### config.mk
export PLATFORM = sky130hd
export DESIGN_NAME = cpu_writeback
export DESIGN_NICKNAME = d
export VERILOG_FILES = /design/src/rtl/cpu_pkg.sv /design/src/rtl/cpu_load_align.sv /design/src/rtl/cpu_writeback.sv
export SDC_FILE = /design/constraint.sdc
export NUM_CORES = 1
export LEC_CHECK = 0
export BUFFER_PORTS_ARGS = -buffer_cell sky130_fd_sc_hd__buf_2
export CORE_UTILIZATION = 30
export DETAILED_ROUTE_END_ITERATION = 8
export HOLD_SLACK_MARGIN = 0.05
export SYNTH_ARGS = -nofsm -noshare
export SYNTH_HDL_FRONTEND = slang
export SYNTH_SLANG_ARGS = --single-unit
### constraint.sdc
create_clock -name i_clock -period 4.83 [get_ports i_clock]
set_input_delay 0.7245 -clock i_clock [delete_from_list [all_inputs] [get_ports i_clock]]
set_output_delay 0.7245 -clock i_clock [all_outputs]
set_load 0.01 [all_outputs]
### src/rtl/cpu_pkg.sv
// Shared constants and types for the CPU writeback slice.
// Used by cpu_load_align and cpu_writeback.
package cpu_pkg;

  // Default widths of the register file write port
  localparam int IDX_WIDTH_DEFAULT  = 5;
  localparam int DATA_WIDTH_DEFAULT = 32;
  localparam int REG_COUNT_DEFAULT  = 32;

  // Encoding of the load width field; 2'b11 is treated as a full word
  localparam logic [1:0] MEM_WIDTH_BYTE = 2'b00;
  localparam logic [1:0] MEM_WIDTH_HALF = 2'b01;
  localparam logic [1:0] MEM_WIDTH_WORD = 2'b10;

  // Hard-wired zero register: writes are dropped, never reported busy
  localparam int REG_X0 = 0;

  // Which producer owns the write port in a given cycle
  typedef enum logic [1:0] {
    WB_SRC_NONE = 2'b00,
    WB_SRC_ALU  = 2'b01,
    WB_SRC_MEM  = 2'b10
  } wb_src_e;

endpackage

### src/rtl/cpu_load_align.sv
// Load data formatter: picks the addressed byte/half lane out of an
// aligned 32-bit memory word and sign- or zero-extends it.
// Purely combinational. A half access uses only address bit 1; bit 0
// is ignored because misalignment is trapped elsewhere.
module cpu_load_align
  import cpu_pkg::*;
(
  input  logic [31:0] i_data,
  input  logic [1:0]  i_addr_lo,
  input  logic [1:0]  i_width,
  input  logic        i_signed,
  output logic [31:0] o_data
);

  logic [7:0]  byte_lane;
  logic [15:0] half_lane;

  // Lane select for byte and half accesses
  always_comb begin
    byte_lane = 8'h00;
    case (i_addr_lo)
      2'd0:    byte_lane = i_data[7:0];
      2'd1:    byte_lane = i_data[15:8];
      2'd2:    byte_lane = i_data[23:16];
      default: byte_lane = i_data[31:24];
    endcase
    half_lane = i_addr_lo[1] ? i_data[31:16] : i_data[15:0];
  end

  // Width-dependent extension to the full register width
  always_comb begin
    o_data = i_data;
    case (i_width)
      MEM_WIDTH_BYTE: o_data = {{24{i_signed & byte_lane[7]}}, byte_lane};
      MEM_WIDTH_HALF: o_data = {{16{i_signed & half_lane[15]}}, half_lane};
      default:        o_data = i_data;
    endcase
  end

endmodule

### src/rtl/cpu_writeback.sv
// Register file write side: arbitrates ALU and load results onto the
// single write port, formats load data and keeps the pending-write
// scoreboard that decode uses for RAW stalls.
// Optional feature macro: CPU_WRITEBACK_BYPASS_EN adds a same-cycle
// bypass of the winning result and lets it suppress busy queries.
module cpu_writeback
  import cpu_pkg::*;
#(
  parameter int REG_COUNT    = REG_COUNT_DEFAULT,
  parameter int IDX_WIDTH    = IDX_WIDTH_DEFAULT,
  parameter int DATA_WIDTH   = DATA_WIDTH_DEFAULT,
  parameter int STARVE_LIMIT = 4
) (
  input  logic                  i_clock,
  input  logic                  i_reset,
  input  logic                  i_issue_valid,
  input  logic [IDX_WIDTH-1:0]  i_issue_rd,
  input  logic [IDX_WIDTH-1:0]  i_query_rs1,
  input  logic [IDX_WIDTH-1:0]  i_query_rs2,
  output logic                  o_rs1_busy,
  output logic                  o_rs2_busy,
  input  logic                  i_alu_valid,
  output logic                  o_alu_ready,
  input  logic [IDX_WIDTH-1:0]  i_alu_rd,
  input  logic [DATA_WIDTH-1:0] i_alu_result,
  input  logic                  i_mem_valid,
  output logic                  o_mem_ready,
  input  logic [IDX_WIDTH-1:0]  i_mem_rd,
  input  logic [DATA_WIDTH-1:0] i_mem_data,
  input  logic [1:0]            i_mem_addr_lo,
  input  logic [1:0]            i_mem_width,
  input  logic                  i_mem_signed,
  output logic [IDX_WIDTH-1:0]  o_rd_idx,
  output logic [DATA_WIDTH-1:0] o_rd,
  output logic                  o_wr_request
`ifdef CPU_WRITEBACK_BYPASS_EN
  ,
  output logic                  o_bypass_valid,
  output logic [IDX_WIDTH-1:0]  o_bypass_idx,
  output logic [DATA_WIDTH-1:0] o_bypass_data
`endif
);

  localparam int CNT_W = $clog2(STARVE_LIMIT + 1);
  localparam logic [CNT_W-1:0] STARVE_MAX = CNT_W'(STARVE_LIMIT);
  localparam logic [IDX_WIDTH-1:0] X0_IDX = IDX_WIDTH'(REG_X0);

  logic [CNT_W-1:0]      starve_cnt;
  logic [REG_COUNT-1:0]  busy_q;
  logic [REG_COUNT-1:0]  busy_d;

  logic                  alu_grant;
  logic                  mem_grant;
  wb_src_e               win_src;
  logic                  win_xfer;
  logic                  win_write;
  logic [IDX_WIDTH-1:0]  win_rd;
  logic [DATA_WIDTH-1:0] win_data;
  logic [DATA_WIDTH-1:0] load_data;

  logic                  rs1_pending;
  logic                  rs2_pending;

  cpu_load_align u_load_align (
    .i_data    (i_mem_data),
    .i_addr_lo (i_mem_addr_lo),
    .i_width   (i_mem_width),
    .i_signed  (i_mem_signed),
    .o_data    (load_data)
  );

  // Loads win by default; a starved ALU takes the next contested cycle
  always_comb begin
    alu_grant = 1'b0;
    mem_grant = 1'b0;
    if (!i_reset) begin
      alu_grant = i_alu_valid && (!i_mem_valid || (starve_cnt >= STARVE_MAX));
      mem_grant = i_mem_valid && !alu_grant;
    end
  end

  assign o_alu_ready = alu_grant;
  assign o_mem_ready = mem_grant;

  // Select the winning producer's destination and formatted data
  always_comb begin
    win_src  = WB_SRC_NONE;
    win_rd   = '0;
    win_data = '0;
    if (alu_grant) begin
      win_src  = WB_SRC_ALU;
      win_rd   = i_alu_rd;
      win_data = i_alu_result;
    end else if (mem_grant) begin
      win_src  = WB_SRC_MEM;
      win_rd   = i_mem_rd;
      win_data = load_data;
    end
  end

  assign win_xfer  = (win_src != WB_SRC_NONE);
  assign win_write = win_xfer && (win_rd != X0_IDX);

  // Count consecutive ALU losses; any grant or idle ALU restarts the count
  always_ff @(posedge i_clock or posedge i_reset) begin
    if (i_reset) begin
      starve_cnt <= '0;
    end else if (!i_alu_valid || alu_grant) begin
      starve_cnt <= '0;
    end else if (starve_cnt < STARVE_MAX) begin
      starve_cnt <= starve_cnt + 1'b1;
    end
  end

  // Next scoreboard: clear on accepted writeback, then set on issue so a
  // same-edge issue of the same register keeps it pending
  always_comb begin
    busy_d = busy_q;
    if (win_write) begin
      busy_d[win_rd] = 1'b0;
    end
    if (i_issue_valid && (i_issue_rd != X0_IDX)) begin
      busy_d[i_issue_rd] = 1'b1;
    end
  end

  // Scoreboard register
  always_ff @(posedge i_clock or posedge i_reset) begin
    if (i_reset) begin
      busy_q <= '0;
    end else begin
      busy_q <= busy_d;
    end
  end

  // Register file write port: one-cycle strobe, index/data hold otherwise
  always_ff @(posedge i_clock or posedge i_reset) begin
    if (i_reset) begin
      o_rd_idx     <= '0;
      o_rd         <= '0;
      o_wr_request <= 1'b0;
    end else if (win_write) begin
      o_rd_idx     <= win_rd;
      o_rd         <= win_data;
      o_wr_request <= 1'b1;
    end else begin
      o_wr_request <= 1'b0;
    end
  end

  assign rs1_pending = busy_q[i_query_rs1] && (i_query_rs1 != X0_IDX);
  assign rs2_pending = busy_q[i_query_rs2] && (i_query_rs2 != X0_IDX);

`ifdef CPU_WRITEBACK_BYPASS_EN
  assign o_bypass_valid = win_write;
  assign o_bypass_idx   = win_rd;
  assign o_bypass_data  = win_data;

  // A result being accepted this cycle can be forwarded, so it no longer stalls
  always_comb begin
    o_rs1_busy = rs1_pending && !(o_bypass_valid && (i_query_rs1 == o_bypass_idx));
    o_rs2_busy = rs2_pending && !(o_bypass_valid && (i_query_rs2 == o_bypass_idx));
  end
`else
  // Without bypass, only the registered scoreboard decides
  always_comb begin
    o_rs1_busy = rs1_pending;
    o_rs2_busy = rs2_pending;
  end
`endif

endmodule
Word-level counts from Yosys, hierarchy flattened
Cells that the tools add are included.
{"block": "classes", "add_sub_neg": 1, "n_mul": 0, "div_mod_pow": 0, "magnitude_cmp": 8, "eq_ne": 3, "shifts": 0, "mux": 24, "bitwise_logic": 5, "reduce_logical": 21}
{"op": "$mux W32", "n": 4}
{"op": "$pmux W32 S2", "n": 1}
{"op": "$and A32 B32 Y32", "n": 1}
{"op": "$not A32 Y32", "n": 1}
{"op": "$or A32 B32 Y32", "n": 1}
{"op": "$lt A5 B6 Y1 const B", "n": 4}
{"op": "$pmux W8 S3", "n": 1}
{"op": "$reduce_bool A5 Y1", "n": 4}
{"op": "$mux W16", "n": 1}
{"op": "$bmux W1 S5", "n": 2}
{"op": "$demux W1 S5", "n": 2}
{"op": "$ge A5 B1 Y1 const B", "n": 2}
{"op": "$mux W5", "n": 2}
{"op": "$logic_and A1 B1 Y1", "n": 8}
{"op": "$mux W1", "n": 7}
{"op": "$mux W3", "n": 2}
{"op": "$eq A2 B1 Y1 const B", "n": 2}
{"op": "$logic_not A2 Y1", "n": 2}
{"op": "$mux W2", "n": 2}
{"op": "$reduce_bool A2 Y1", "n": 2}
{"op": "$add A3 B1 Y3 const B", "n": 1}
{"op": "$ge A3 B3 Y1 const B", "n": 1}
{"op": "$logic_not A1 Y1", "n": 3}
{"op": "$lt A3 B3 Y1 const B", "n": 1}
{"op": "other kinds (3)", "n": 5}
{"block": "word_totals", "reg_bits": 73, "latch_bits": 0, "mem_bits_rw": 0, "rom_bits": 0, "inputBits": 99, "out_inout_bits": 42, "elab_cells": 67, "memories": 0}

Logic depth before layout (Yosys ltp)
{"block": "depth", "word_depth": 17, "mapped_depth": 10, "ltp_nobuf": 6}

Cells and area by module
Synthesis repeated with hierarchy kept, for this count alone.
{"block": "unflattened", "hier_cells": 435, "hier_area_um2": 4797.1}
{"module": "cpu_writeback", "instances": 1, "cells_each": 320, "area_per_inst_um2": 3921.3, "seq_area_each_um2": 1801.7}
{"module": "cpu_load_align", "instances": 1, "cells_each": 115, "area_per_inst_um2": 875.8, "seq_area_each_um2": 0.0}

Worst setup path before layout
Ideal clock, no wire load.
{"block": "synth_path", "kind": "input port to flip-flop", "from": "in i_reset", "to": "reg o_rd[16]", "setup_time_ns": 0.082, "t_arrival_ns": 3.781, "t_required_ns": 4.748, "path_slack_ns": 0.967, "stages": 9, "path_buffers": 3, "path_cell_list": "buf_2 -> inv_1 -> nand2_2 -> inv_1 -> nand2_1 -> or3_1 -> clkbuf_1 -> buf_2 -> a31oi_1"}
{"block": "synth_between", "elab_chain_cells": 5, "word_cells_on_any_way": 11, "cone_classes": "mux (8); reduce/logical (3)"}
{"item": "start, declared", "line_no": "cpu_writeback.sv:15", "rtl": "input logic i_reset,"}
{"item": "$mux W1 (*)", "line_no": "cpu_writeback.sv:76", "rtl": "if (!i_reset) begin"}
{"item": "via o_mem_ready", "line_no": "cpu_writeback.sv:27", "rtl": "output logic o_mem_ready,"}
{"item": "$mux W5 or $mux W2 (tied branches)", "line_no": "cpu_writeback.sv:94", "rtl": "end else if (mem_grant) begin"}
{"item": "$mux W5 or $mux W2 (tied branches)", "line_no": "cpu_writeback.sv:90", "rtl": "if (alu_grant) begin"}
{"item": "$reduce_bool A5 Y1 or $reduce_bool A2 Y1 (tied branches)", "line_no": "cpu_writeback.sv:102, cpu_writeback.sv:101"}
{"item": "$logic_and A1 B1 Y1", "line_no": "cpu_writeback.sv:102", "rtl": "assign win_write = win_xfer && (win_rd != X0_IDX);"}
{"item": "end signal, assigned", "line_no": "cpu_writeback.sv:144", "rtl": "o_rd <= win_data;"}
{"item": "end, declared", "line_no": "cpu_writeback.sv:34", "rtl": "output logic [DATA_WIDTH-1:0] o_rd,"}
The timed path passes the listed nets; every way through them passes the cells marked *.
A chain may end at the register's enable or synchronous reset.

Final worst setup path
{"block": "layout_path", "from": "in i_query_rs1[0]", "to": "out o_rs1_busy"}
{"block": "layout_between", "elab_chain_cells": 3, "word_cells_on_any_way": 4, "cone_classes": "mux (2); reduce/logical (2)"}
{"item": "start, declared", "line_no": "cpu_writeback.sv:18", "rtl": "input logic [IDX_WIDTH-1:0] i_query_rs1,"}
{"item": "$bmux W1 S5", "line_no": "cpu_writeback.sv:151", "rtl": "assign rs1_pending = busy_q[i_query_rs1] && (i_query_rs1 != X0_IDX);"}
{"item": "$mux W1 (implied by the code)", "line_no": "cpu_writeback.sv:151"}
{"item": "$logic_and A1 B1 Y1 (*)", "line_no": "cpu_writeback.sv:151"}
{"item": "end, declared", "line_no": "cpu_writeback.sv:20", "rtl": "output logic o_rs1_busy,"}
Mark *: on every way between the ends. The rest lies on a longest branch, timed or not. The select of a mux whose other input is x is not followed.

==> reports/qor_table.md <==
| Quantity | This run |
| --- | --- |
| Result of the run | finished with violations |
| Failing checks | design-rule violations |
| Leading cell types by total area after synthesis | sky130_fd_sc_hd__dfrtp_1 40%, sky130_fd_sc_hd__mux4_2 8.9%, sky130_fd_sc_hd__o2bb2ai_1 4.4%, sky130_fd_sc_hd__a22oi_1 4.0%, sky130_fd_sc_hd__nor3_1 3.2% |
| Worst-case headroom to the max-slew limit | 42.11% |
| Type of origin of the critical path | input pin |
| Setup repair after global routing missed its margin | false |
| Total iterations of the first detailed-routing run | 7 |
| Max Root-Sink Buffers | 2 |
| Total routed wirelength | 15.39 mm |
| Count of synthesis-stage warnings from yosys | 0 |
| CTS tree | yes |
| Die footprint | 15630 um2 |
| Max IR drop VDD | 158.2 uV |
| Delay of the slowest critical-path stage | 0.54 ns |
| Minimum clock period | 3.150 ns |
| Type of the most critical hold path | flop to flop |
| Violation count after the first detailed-route iteration | 215 |
| First-pass GRT wire length | 23.97 mm |
| Slowest-stage cell, CP | sky130_fd_sc_hd__mux4_2 |
| Root buf cell | sky130_fd_sc_hd__clkbuf_16 |
| Final Net Count | 653 |
| Die Height | 125.0 um |
| # H-tree levels | 3 |
| HPWL after DPL | 11.92 mm |
| Proportion of layout cells with a drive suffix above 1 | 37.10% |
| Fill count | 1501 |
| Count of antenna-violating nets left after detailed routing | 0 |
| Number of vias per cell | 5.813 |
| Measured slew at the worst slew-check pin | 0.8642 ns |
| Post-Place Worst Slack | 1.507 ns |
| Series of cell instances along the critical path | buf_2, mux4_2, mux4_2, mux2_2, buf_2 |
| Starting density of the core | 31.00% |
| Pin count of the biggest net entering global routing | 63 |
| Final number of max-transition violations | 0 |
| Critical Path AT | 2.43 ns |
| Sequential share of the synthesized area | 39.69% |
| Count of cell types in the netlist | 55 |
| Biggest fanout along the worst timing path | 9 |
| Number of flops mapped to enable cells by yosys | 0 |
| Final-report hold violation count | 0 |
| Diode count | 0 |
| FF+latch count, synth | 72 |
| Number of antenna violations at the first check in global routing | 0 |
| Cells resized by post-CTS repair | 0 |
| Asr flop ratio synth | 100.0% |
| All-Layer GR Usage | 19.91% |
| # IOs | 141 |
| Total vias in the final route | 4313 |
| Mapped Area | 4539 um2 |
| Overall die width | 125.0 um |
| Via count of the first global-routing pass | 4348 |
| Routability congestion estimate from global placement | 0.9054 |
| Core area | 14640 um2 |
| Clock latency on the worst-skew pair | 0.33 ns |
| Setup Buffers After CTS | 0 |
| Number of buffers created by CTS | 9 |
| Post-route clock period utilization | 65.23% |
| Post-layout util | 38.49% |
| Kind of capture point of the worst setup path | primary output |
| Area Overhead vs Synth | 24.17% |
| Average instance area after synthesis | 10.53 um2 |
| Avg WL per Cell | 20.74 um |
| Port Buf Inserts | 140 |
| Mapped Cells | 431 |
| Number of clock sinks seen by CTS | 72 |
| Leak Pwr | 0.002397 uW |
| Fmax achieved | 317.4 MHz |
| Main flop type after synthesis | sky130_fd_sc_hd__dfrtp_1 |
| Final count of negative-setup-slack endpoints | 0 |
| CP Data Required Time | 4.11 ns |
| Maxcap violations | 0 |
| Summed negative setup slack over all endpoints | 0 ns |
| Clock-pin slew of the registers on the worst-case setup and hold paths | 0.06 ns |
| Power per standard cell area | 361.7 nW/um2 |
| Type of the worst setup path | input pin to primary output |
| Mapped Nets | 531 |
| Count of hold buffers inserted by post-cts repair | 0 |
| Site row count | 44 |
| Worst-case clock skew | 0.009590 ns |
| Leading area contributor after synthesis | sky130_fd_sc_hd__dfrtp_1 |
| DRC Markers | 10 |
| Leftover overflow at the end of global routing | 0 |
| Proportion of netlist area held by the largest area contributor | 39.69% |
| Worst-case setup margin in the final layout | 1.680 ns |
## synth_stat cells (all sizes together), types with 2 or more instances
cell type  instances
dfrtp             72
o21ai             39
nor3              29
nand2             27
a22oi             24
o2bb2ai           24
a21oi             21
clkbuf            19
mux2              19
mux4              18
a31oi             16
nor2b             16
buf               12
mux2i             11
inv                8
a21o               7
a221oi             7
o22ai              7
or3                7
nor2               6
a32oi              5
nand3b             5
nor3b              4
nor4               4
o211ai             4
a32o               3
and3               2
nand2b             2
nand3              2
## where the power goes
part / internal [uW] / switching [uW] / leakage (uW)
sequential: 725 / 102 / 0.000884
combinational: 267 / 277 / 0.00137
clock: 413 / 254 / 0.000145
## flip-flops by register name (all words and copies together) (netlist names)
| name | cells |
|---|---|
| starve_cnt | 3 |
| o_wr_request | 1 |
| o_rd_idx | 5 |
| o_rd | 32 |
| busy_q | 31 |
## path summary, 6_finish.rpt
check / from / endpoint / slack [ns] / depth (start not counted)
max in group asynchronous: i_reset / o_rd[2] / 3.18 / 3
max reg2reg: starve_cnt[2] / o_rd[3] / 2.00 / 6
min: o_rd_idx[2] / o_rd_idx[2] / 0.49 / 1
min in group asynchronous: i_reset / busy_q[27] / 0.57 / 2
max: i_query_rs1[0] / o_rs1_busy / 1.68 / 5
min reg2reg: o_rd_idx[2] / o_rd_idx[2] / 0.49 / 1
## kinds of logic after synthesis
group           Yosys count  share of synthesized area (%)
compound gates          164                          26.52
xor+xnor                  1                         0.1930
fa+ha+maj                 1                         0.2756
buf+inv                  39                          4.024
flops                    72                          39.69
mux                      48                          16.32
simple gates            106                          12.98
## routing by layer
layer / wire length [um] / up-vias / share of wire [%] / track usage, %
met2: 7419 / 202 / 48 / 33.45
met5: 0 / - / 0 / 0
met4: 304 / 0 / 2.0 / 5.882
met3: 1198 / 18 / 7.8 / 5.263
li1: - / 1952 / - / -
met1: 6464 / 2141 / 42 / 25.11
## stage by stage
stage	total power [uW]	hold slack, ns	instances	instance area [um2]
3_3_place_gp	1364	0.4703	726	5338
4_1_cts	2054	0.4941	742	5637
5_1_grt	2138	0.5085	742	5637
2_1_floorplan	1156	0.4619	431	4539
3_5_place_dp	1383	0.4778	726	5338
6_report	2039	0.4907	742	5637
## cell usage in the layout (no fill, tap or decap), drive strengths merged, types with 4 or more instances in the layout
master / instances
buf: 142
dfrtp: 72
o21ai: 39
nor3: 29
nand2: 27
a22oi: 24
o2bb2ai: 24
a21oi: 21
mux2: 19
mux4: 18
nor2b: 16
a31oi: 16
mux2i: 11
clkbuf: 11
inv: 8
or3: 7
a21o: 7
a221oi: 7
o22ai: 7
nor2: 6
nand3b: 5
a32oi: 5
nor4: 4
nor3b: 4
o211ai: 4
## critical path, delay by kind of cell
| family | cells | cell delay (ns) |
|---|---|---|
| mux | 3 | 1.31 |
| buf+inv | 2 | 0.39 |
## final cells by class
cell class / instances / area, um2 / area share (%)
multi-input combinational: 320 / 2560 / 45.42
clock buffer: 11 / 242.7 / 4.306
sequential: 72 / 1802 / 31.96
clock inverter: 5 / 56.30 / 0.9989
timing repair buffer: 142 / 715.7 / 12.70
inverter: 8 / 30.03 / 0.5327
tap: 184 / 230.2 / 4.084
No activity file was read; power rests on OpenSTA's default activity.
